File: src/rtl/spi_flash_pkg.sv
// Shared types and constants for the SPI flash READ responder.
// FAST_READ_EN enables acceptance of the 0x0B fast-read command.
package spi_flash_pkg;

  typedef enum logic [2:0] {
    IDLE,
    CMD,
    ADDR,
    DUMMY,
    DATA,
    IGNORE
  } state_t;

  localparam logic [7:0] CMD_READ      = 8'h03;
  localparam logic [7:0] CMD_FAST_READ = 8'h0B;
  localparam int         DUMMY_CYCLES  = 8;

`ifdef FAST_READ_EN
  localparam bit FAST_READ_ON = 1'b1;
`else
  localparam bit FAST_READ_ON = 1'b0;
`endif

endpackage

File: src/rtl/spi_input_sync.sv
// Multi-flop synchronizer with one edge-detect flop producing rise/fall strobes.
module spi_input_sync #(
  parameter int   STAGES    = 2,
  parameter logic RESET_VAL = 1'b0
) (
  input  logic clk,
  input  logic rst_n,
  input  logic i_async,
  output logic o_sync,
  output logic o_rise,
  output logic o_fall
);

  logic [STAGES-1:0] r_chain;
  logic              r_prev;

  always_ff @(posedge clk or negedge rst_n) begin
    if (!rst_n) begin
      r_chain <= {STAGES{RESET_VAL}};
      r_prev  <= RESET_VAL;
    end else begin
      r_chain <= {r_chain[STAGES-2:0], i_async};
      r_prev  <= r_chain[STAGES-1];
    end
  end

  assign o_sync = r_chain[STAGES-1];
  assign o_rise = o_sync & ~r_prev;
  assign o_fall = ~o_sync & r_prev;

endmodule

File: src/rtl/spi_flash_responder.sv
// SPI mode-0 target answering flash READ (0x03) from a request/valid byte memory.
// Define FAST_READ_EN to also accept FAST_READ (0x0B) with 8 dummy clocks.
module spi_flash_responder
  import spi_flash_pkg::*;
#(
  parameter int   ADDR_WIDTH  = 24,
  parameter int   SYNC_STAGES = 2,
  parameter logic IDLE_MISO   = 1'b0
) (
  input  logic                  clk,
  input  logic                  rst_n,
  input  logic                  spi_clk,
  input  logic                  spi_cs_n,
  input  logic                  spi_mosi,
  output logic                  spi_miso,
  output logic                  mem_req,
  output logic [ADDR_WIDTH-1:0] mem_addr,
  input  logic [7:0]            mem_data,
  input  logic                  mem_valid,
  output logic                  busy,
  output logic                  underrun
);

  state_t r_state, w_stateNext;

  logic w_sckSync, w_sckRise, w_sckFall;
  logic w_csSync, w_csRise, w_csFall;
  logic w_unused;

  logic [SYNC_STAGES-1:0] r_mosiSync;
  logic [22:0]            r_shiftIn;
  logic [23:0]            w_shiftInNext;
  logic [4:0]             r_bitCnt;
  logic [7:0]             r_shiftOut;
  logic [2:0]             r_outCnt;
  logic [7:0]             r_bufData;
  logic                   r_bufValid, r_pending, r_skip, r_fast;
  logic                   r_miso, r_memReq, r_underrun;
  logic [ADDR_WIDTH-1:0]  r_memAddr;

  logic w_cmdRead, w_cmdFast, w_shiftPhase, w_cmdDone, w_addrDone;
  logic w_dataFall, w_loadByte, w_memHit, w_bufReady, w_advance;
  logic [7:0] w_nextByte;

  spi_input_sync #(.STAGES(SYNC_STAGES), .RESET_VAL(1'b0)) u_sckSync (
    .clk    (clk),
    .rst_n  (rst_n),
    .i_async(spi_clk),
    .o_sync (w_sckSync),
    .o_rise (w_sckRise),
    .o_fall (w_sckFall)
  );

  spi_input_sync #(.STAGES(SYNC_STAGES), .RESET_VAL(1'b1)) u_csSync (
    .clk    (clk),
    .rst_n  (rst_n),
    .i_async(spi_cs_n),
    .o_sync (w_csSync),
    .o_rise (w_csRise),
    .o_fall (w_csFall)
  );

  assign w_unused = &{1'b0, w_sckSync, w_csRise};

  assign w_shiftInNext = {r_shiftIn, r_mosiSync[SYNC_STAGES-1]};
  assign w_cmdRead     = (w_shiftInNext[7:0] == CMD_READ);
  assign w_cmdFast     = FAST_READ_ON && (w_shiftInNext[7:0] == CMD_FAST_READ);

  assign w_shiftPhase = w_sckRise & ~w_csSync & (r_state inside {CMD, ADDR, DUMMY});
  assign w_cmdDone    = w_shiftPhase & (r_state == CMD) & (r_bitCnt == 5'd7);
  assign w_addrDone   = w_shiftPhase & (r_state == ADDR) & (r_bitCnt == 5'd23);
  assign w_dataFall   = w_sckFall & ~w_csSync & (r_state == DATA);
  assign w_loadByte   = w_dataFall & (r_outCnt == 3'd0);

  // A response arriving on the very cycle a byte is due is forwarded directly.
  assign w_memHit   = mem_valid & r_pending & ~w_csSync;
  assign w_bufReady = r_bufValid | (w_memHit & ~r_skip);
  assign w_nextByte = r_bufValid ? r_bufData : (w_bufReady ? mem_data : 8'hFF);
  assign w_advance  = (w_loadByte & w_bufReady) | (w_memHit & r_skip);

  always_ff @(posedge clk or negedge rst_n) begin
    if (!rst_n) r_state <= IDLE;
    else        r_state <= w_stateNext;
  end

  always_comb begin
    w_stateNext = r_state;
    if (w_csSync) begin
      w_stateNext = IDLE;
    end else if (w_csFall) begin
      w_stateNext = CMD;
    end else if (w_sckRise) begin
      case (r_state)
        CMD:     if (r_bitCnt == 5'd7) w_stateNext = (w_cmdRead || w_cmdFast) ? ADDR : IGNORE;
        ADDR:    if (r_bitCnt == 5'd23) w_stateNext = r_fast ? DUMMY : DATA;
        DUMMY:   if (r_bitCnt == 5'(DUMMY_CYCLES - 1)) w_stateNext = DATA;
        default: ;
      endcase
    end
  end

  // An underrun leaves the late response outstanding; it is swallowed, then the next address is requested.
  always_ff @(posedge clk or negedge rst_n) begin
    if (!rst_n) begin
      r_mosiSync <= '0;
      r_shiftIn  <= '0;
      r_bitCnt   <= '0;
      r_shiftOut <= '0;
      r_outCnt   <= '0;
      r_bufData  <= '0;
      r_bufValid <= 1'b0;
      r_pending  <= 1'b0;
      r_skip     <= 1'b0;
      r_fast     <= 1'b0;
      r_miso     <= IDLE_MISO;
      r_memReq   <= 1'b0;
      r_memAddr  <= '0;
      r_underrun <= 1'b0;
    end else begin
      r_mosiSync <= {r_mosiSync[SYNC_STAGES-2:0], spi_mosi};
      r_memReq   <= 1'b0;
      if (w_csSync) begin
        r_miso     <= IDLE_MISO;
        r_pending  <= 1'b0;
        r_skip     <= 1'b0;
        r_bufValid <= 1'b0;
        r_bitCnt   <= '0;
      end else begin
        if (w_csFall) r_bitCnt <= '0;
        if (w_shiftPhase) begin
          r_shiftIn <= w_shiftInNext[22:0];
          r_bitCnt  <= (w_stateNext != r_state) ? 5'd0 : r_bitCnt + 5'd1;
        end
        if (w_cmdDone) r_fast <= w_cmdFast;
        if (w_addrDone) begin
          r_memAddr  <= w_shiftInNext[ADDR_WIDTH-1:0];
          r_memReq   <= 1'b1;
          r_pending  <= 1'b1;
          r_outCnt   <= '0;
          r_bufValid <= 1'b0;
          r_skip     <= 1'b0;
        end
        if (w_memHit) begin
          r_pending <= 1'b0;
          if (r_skip) begin
            r_skip <= 1'b0;
          end else if (!w_loadByte) begin
            r_bufData  <= mem_data;
            r_bufValid <= 1'b1;
          end
        end
        if (w_loadByte) begin
          r_miso     <= w_nextByte[7];
          r_shiftOut <= {w_nextByte[6:0], 1'b0};
          r_outCnt   <= 3'd7;
          r_bufValid <= 1'b0;
          if (!w_bufReady) begin
            r_underrun <= 1'b1;
            r_skip     <= 1'b1;
          end
        end else if (w_dataFall) begin
          r_miso     <= r_shiftOut[7];
          r_shiftOut <= {r_shiftOut[6:0], 1'b0};
          r_outCnt   <= r_outCnt - 3'd1;
        end
        if (w_advance) begin
          r_memAddr <= r_memAddr + ADDR_WIDTH'(1);
          r_memReq  <= 1'b1;
          r_pending <= 1'b1;
        end
      end
    end
  end

  assign spi_miso = r_miso;
  assign mem_req  = r_memReq;
  assign mem_addr = r_memAddr;
  assign busy     = (r_state != IDLE);
  assign underrun = r_underrun;

endmodule

File: config.mk
export PLATFORM = sky130hd
export DESIGN_NAME = spi_flash_responder
export DESIGN_NICKNAME = d
export VERILOG_FILES = /design/src/rtl/spi_flash_pkg.sv /design/src/rtl/spi_input_sync.sv /design/src/rtl/spi_flash_responder.sv
export SDC_FILE = /design/constraint.sdc
export NUM_CORES = 1
export LEC_CHECK = 0
export CAP_MARGIN = 40
export CORE_AREA = 5 5 127 129
export DETAILED_ROUTE_END_ITERATION = 12
export DIE_AREA = 0 0 132 134
export HOLD_SLACK_MARGIN = 0.12
export PLACE_DENSITY_LB_ADDON = 0.12
export SLEW_MARGIN = 20
export SYNTH_ARGS = -nofsm -noshare
export SYNTH_HDL_FRONTEND = slang
export SYNTH_HIERARCHICAL = 1
export SYNTH_SLANG_ARGS = --single-unit
File: constraint.sdc
create_clock -name clk -period 2.75 [get_ports clk]
set_input_delay 0.55 -clock clk [delete_from_list [all_inputs] [get_ports clk]]
set_output_delay 0.55 -clock clk [all_outputs]
set_load 0.005 [all_outputs]
; Word-level counts from Yosys, hierarchy flattened
; Cells that the tools add are included.
[totals]
ff_bits = 88
input_bits = 14
output_inout_bits = 28
[op_classes]
reduce_logical = 15
eq_ne = 8
mux = 42
n_bitwise = 23
addsub = 3
[ops]
columns = cell, count
row1 = 24-bit two-way mux, 2
row2 = 8-bit two-way mux, 4
row3 = 3-bit two-way mux, 10
row4 = 24-bit by 1-bit adder with 24-bit output (second input constant), 1
row5 = 1-bit two-way mux, 21
row6 = 5-bit two-way mux, 4
row7 = 1-bit bitwise AND, 15
row8 = 3-bit nonzero test, 5
row9 = 3-bit case mux with 3 select lines, 1
row10 = 8-bit by 2-bit == test with 1-bit output (second input constant), 1
row11 = 2-bit AND reduction, 4
row12 = 3-bit by 2-bit == test with 1-bit output (second input constant), 2
row13 = 1-bit NOT, 6
row14 = 5-bit by 1-bit adder with 5-bit output (second input constant), 1
row15 = 5-bit by 3-bit == test with 1-bit output (second input constant), 1
row16 = 5-bit == test (second input constant), 1
row17 = 4-bit AND reduction, 1
row18 = 2-bit nonzero test, 2
row19 = 4-bit nonzero test, 1
row20 = 3-bit by 1-bit == test with 1-bit output (second input constant), 1
row21 = 3-bit == test (second input constant), 1
row22 = 3-bit zero test, 1
row23 = 3-bit != test, 1
row24 = 3-bit AND reduction, 1
row25 = other kinds (2), 3

; Longest topological paths before layout
[depth]
ltp_word = 12
depth_mapped = 9
ltp_nobuf = 7

; Hierarchy
; The synthesis kept the hierarchy.
[by_module_without_submodules]
columns = mod, cells_each, instances, area_per_inst_um2
row1 = spi_flash_responder, 392, 1, 4199.0
row2 = spi_input_sync (u_csSync), 5, 1, 93.8
row3 = spi_input_sync (u_sckSync), 5, 1, 90.1

; Least setup slack after synthesis
; Ideal clock, no wire load.
[synth_path]
kind = register to register
startpoint = register r_bitCnt[0]
endpoint = register r_memAddr[20], in the netlist mem_addr[20]
setup_time_ns = 0.123
period_less_slack_ns = 1.964
path_stages_with_launch = 8
path_buffers = 1
path_slack_ns = 0.786
arrival_ns = 1.841
cell_sequence = dfrtp_1 ha_1 and3b_1 and3b_1 and2_1 buf_2 mux2_2 o221a_2
[synth_between]
elab_chain_cells = 4
[synth_rtl]
columns = item, line
row1 = start: declaration, spi_flash_responder.sv:33  ; logic [4:0] r_bitCnt;
row2 = start signal: assignment, spi_flash_responder.sv:132  ; r_bitCnt <= (w_stateNext != r_state) ? 5'd0 : r_bitCnt + 5'd1;
row3 = 5-bit == test, spi_flash_responder.sv:71  ; assign w_addrDone = w_shiftPhase & (r_state == ADDR) & (r_bitCnt == 5'd23);
row4 = 1-bit bitwise AND, spi_flash_responder.sv:71
row5 = 2-bit nonzero test (no line), n/a
row6 = 2-bit AND reduction (no line), n/a
row7 = end signal: assignment, spi_flash_responder.sv:136  ; r_memAddr <= w_shiftInNext[ADDR_WIDTH-1:0];
row8 = end signal: assignment, spi_flash_responder.sv:167  ; r_memAddr <= r_memAddr + ADDR_WIDTH'(1);
row9 = end: declaration, spi_flash_responder.sv:39  ; logic [ADDR_WIDTH-1:0] r_memAddr;
; No other way between the ends.
; A chain may end at the register's enable or synchronous reset.

; Worst setup path after layout
[layout_path]
startpoint = register u_sckSync.r_chain[1]
endpoint = register r_memAddr[6], in the netlist mem_addr[6]
[layout_between]
elab_cells_between_ends = 15
[layout_lines]
columns = item, line
row1 = start: declaration, spi_input_sync.sv:14  ; logic [STAGES-1:0] r_chain;
row2 = start signal: assignment, spi_input_sync.sv:19  ; r_chain <= {STAGES{RESET_VAL}};
row3 = start signal: assignment, spi_input_sync.sv:22  ; r_chain <= {r_chain[STAGES-2:0], i_async};
row4 = 1-bit bitwise AND, spi_input_sync.sv:28  ; assign o_rise = o_sync & ~r_prev;
row5 = named net w_sckRise, spi_flash_responder.sv:26  ; logic w_sckSync, w_sckRise, w_sckFall;
row6 = 1-bit bitwise AND (2 in a row), spi_flash_responder.sv:69  ; assign w_shiftPhase = w_sckRise & ~w_csSync & (r_state inside {CMD, ADDR, DUMMY});
row7 = 1-bit bitwise AND (2 in a row), spi_flash_responder.sv:71
row8 = 2-bit nonzero test (no line), n/a
row9 = 2-bit AND reduction (no line), n/a
; The timed path passes the listed nets, and every way through them passes these cells.

==> out/summary.txt <==
=====================================================================================
Maximum number of pins on one net before global-route repair ...........           53
Number of instances in the synthesized netlist .........................          401
Number of buffers inserted to repair setup after CTS ...................            0
Area occupied by multi-input gates .....................................    2030 um^2
Wire length of the first global-routing pass ...........................     17500 um
Final standard cell utilization of the core ............................        35.5%
Antenna diode count ....................................................            0
Final Hold Violating Endpoints .........................................            0
Ratio of cells with drive above 1 in the final layout ..................        20.9%
Critical path class ....................................................   reg -> reg
Critical Path AT .......................................................      2480 ps
Synth Cell Area ........................................................    4380 um^2
Reg area ...............................................................    2180 um^2
Most frequent cells in the layout ...................................... 84 x sky130_fd_sc_hd__dfrtp_1, 40 x sky130_fd_sc_hd__clkdlybuf4s50_1, 39 x sky130_fd_sc_hd__nand2_1
Area after detailed placement ..........................................    4970 um^2
NetSw ..................................................................     0.589 mW
Fraction of power spent switching nets .................................        21.3%
Share of the clock period used by the worst path after layout ..........        81.1%
Fillcell total .........................................................         1496
Nets ...................................................................          458
Pins Over Slew Limit ...................................................            0
Initial standard-cell utilization of the core ..........................        29.3%
Num CTS Buffers ........................................................            9
Launching element type of the critical path ............................     register
Clock power share ......................................................        48.1%
Maximum Capacitance Violations .........................................            0
Post-synthesis area per instance .......................................    10.9 um^2
Worst-case reg-to-reg path depth .......................................            7
Synth Warn # ...........................................................            6
Startpoint of the most critical setup path ............................. u_sckSync/r_chain[1]$_DFF_PN0_
Cts repair resizes .....................................................            0
Time the worst path needs with I/O delays and setup ....................      2230 ps
All-layer global routing usage .........................................        12.4%
TritonCTS clock tree ...................................................        built
First-iteration detailed-routing DRC count .............................          188
Combinational Power Share ..............................................         3.8%
Path type of the worst min-delay path ..................................  in -> async
Post-cts hold buffer count .............................................            0
Half-perimeter wire length of the detailed placement result ............      7310 um
Internal power .........................................................      2.18 mW
Library cell used as clock root buffer ................................. sky130_fd_sc_hd__clkbuf_16
CP endpoint kind .......................................................     register
Number of iterations in the first detailed-routing pass ................            7
Achievable clock frequency .............................................    0.448 GHz
Transition time at the pin with the least slew margin ..................       629 ps
Via density per instance ...............................................         5.15
Final total negative setup slack .......................................         0 ps
Vertical die dimension .................................................       134 um
Critical register-to-register path startpoint .......................... u_sckSync/r_chain[1]$_DFF_PN0_
DIE WIDTH ..............................................................       132 um
Data required time at the worst endpoint ...............................      3000 ps
Antenna-violating nets left ............................................            0
Average wire length per cell after detail routing ......................      16.6 um
Post-route cell area ...................................................    5300 um^2
Run status .............................................................    completed
Vias ...................................................................         3259
Final-report setup violation count .....................................            0
Static power due to leakage ............................................      2.26 nW
Layout area overhead ...................................................        21.0%
Number of port buffers .................................................           41
Post-route clock skew ..................................................      9.82 ps
Commonest non-fill, non-tap cell in the layout ......................... sky130_fd_sc_hd__dfrtp_1
Aggregate global routing overflow ......................................            0
Critical path fanouts, max .............................................           15
Final wirelength .......................................................     10500 um
Max clock buf depth ....................................................            2
Vias in the first global route .........................................         3339
Total clock sinks ......................................................           87
Num rows ...............................................................           45
Insertion delay of the later-clocked pin in the worst-skew pair ........       350 ps
Worst vdd rail ir drop .................................................       313 uV
Number of antenna violations at the first check in global routing ......            0
H-tree depth reported by CTS ...........................................            3
Die Area ...............................................................   17700 um^2
Number of design rule violations left after detail routing .............            0
Total nets after synthesis .............................................          419
Worst R2R End .......................................................... mem_addr[6]$_DFFE_PN0P_
Total power density per cell area ......................................  522 nW/um^2
Flop2flop setup slack ..................................................       520 ps
I/O pin count ..........................................................           42
Clock-pin slew of the registers on the worst-case setup and hold paths .        60 ps
RSZ-0062 raised after global routing ...................................        false
Register share of total power ..........................................        48.1%
RD Place Congestion ....................................................        0.775
Core Area ..............................................................   14900 um^2
Max_slew headroom ......................................................        58.0%
=====================================================================================
worst max-delay path by stage:
stage                                     to  slack, ps
detailed placement  mem_addr[15]$_DFFE_PN0P_        170
floorplan           mem_addr[20]$_DFFE_PN0P_        790
finish               mem_addr[6]$_DFFE_PN0P_        520
CTS                  mem_addr[0]$_DFFE_PN0P_        480
global route         mem_addr[6]$_DFFE_PN0P_        350
global placement    mem_addr[15]$_DFFE_PN0P_        200
worst max-delay path: stages, from the launching register on:
cell and delay (ps):
sky130_fd_sc_hd__dfrtp_1 350, sky130_fd_sc_hd__nor2b_1 280, sky130_fd_sc_hd__nand2b_1 140, sky130_fd_sc_hd__nor3_2 290
sky130_fd_sc_hd__buf_4 300, sky130_fd_sc_hd__and4_1 430, sky130_fd_sc_hd__a311oi_1 90, sky130_fd_sc_hd__a211oi_1 250
metrics by stage:
stage	hold WS, ps	setup WS, ps	cells	total power, mW
after floorplan	254	786	401	1.39
after global placement	336	201	617	1.46
after detailed placement	335	172	617	1.46
after CTS	174	480	633	2.81
after global routing	189	349	633	2.89
final	155	520	633	2.77
per-layer routing:
| metal | up-vias | part of all wire [%] | track usage, % |
|---|---|---|---|
| li1 | 1561 | - | - |
| met1 | 1599 | 47 | 15.9 |
| met2 | 78 | 47 | 20.0 |
| met3 | 21 | 4.6 | 3.41 |
| met4 | 0 | 2.0 | 4.63 |
| met5 | - | 0 | 0 |
flip-flops by register name, indices dropped and copies added, names as in the netlist, 2 cells and up:
| register | flops |
|---|---|
| r_shiftIn | 23 |
| u_csSync/r_chain | 2 |
| u_sckSync/r_chain | 2 |
| r_bitCnt | 5 |
| r_bufData | 8 |
| r_state | 3 |
| r_mosiSync | 2 |
| r_outCnt | 3 |
| mem_addr | 24 |
| r_shiftOut | 7 |
power by group through the flow:
stage	Clock [mW]	Sequential (mW)	Combinational [mW]
floorplan	0	1.35	0.0483
global placement	0	1.35	0.106
detailed placement	0	1.35	0.108
CTS	1.38	1.33	0.109
global route	1.44	1.33	0.119
finish	1.33	1.33	0.105
cell type report:
type	instances	share of cell area (%)
Clock buffer	10	4.51
Tap cell	188	4.44
Multi-Input combinational cell	279	38.3
Timing Repair Buffer	48	8.93
Inverter	15	1.06
Sequential cell	87	41.2
Clock inverter	6	1.58
No activity file was read; power rests on OpenSTA's default activity.
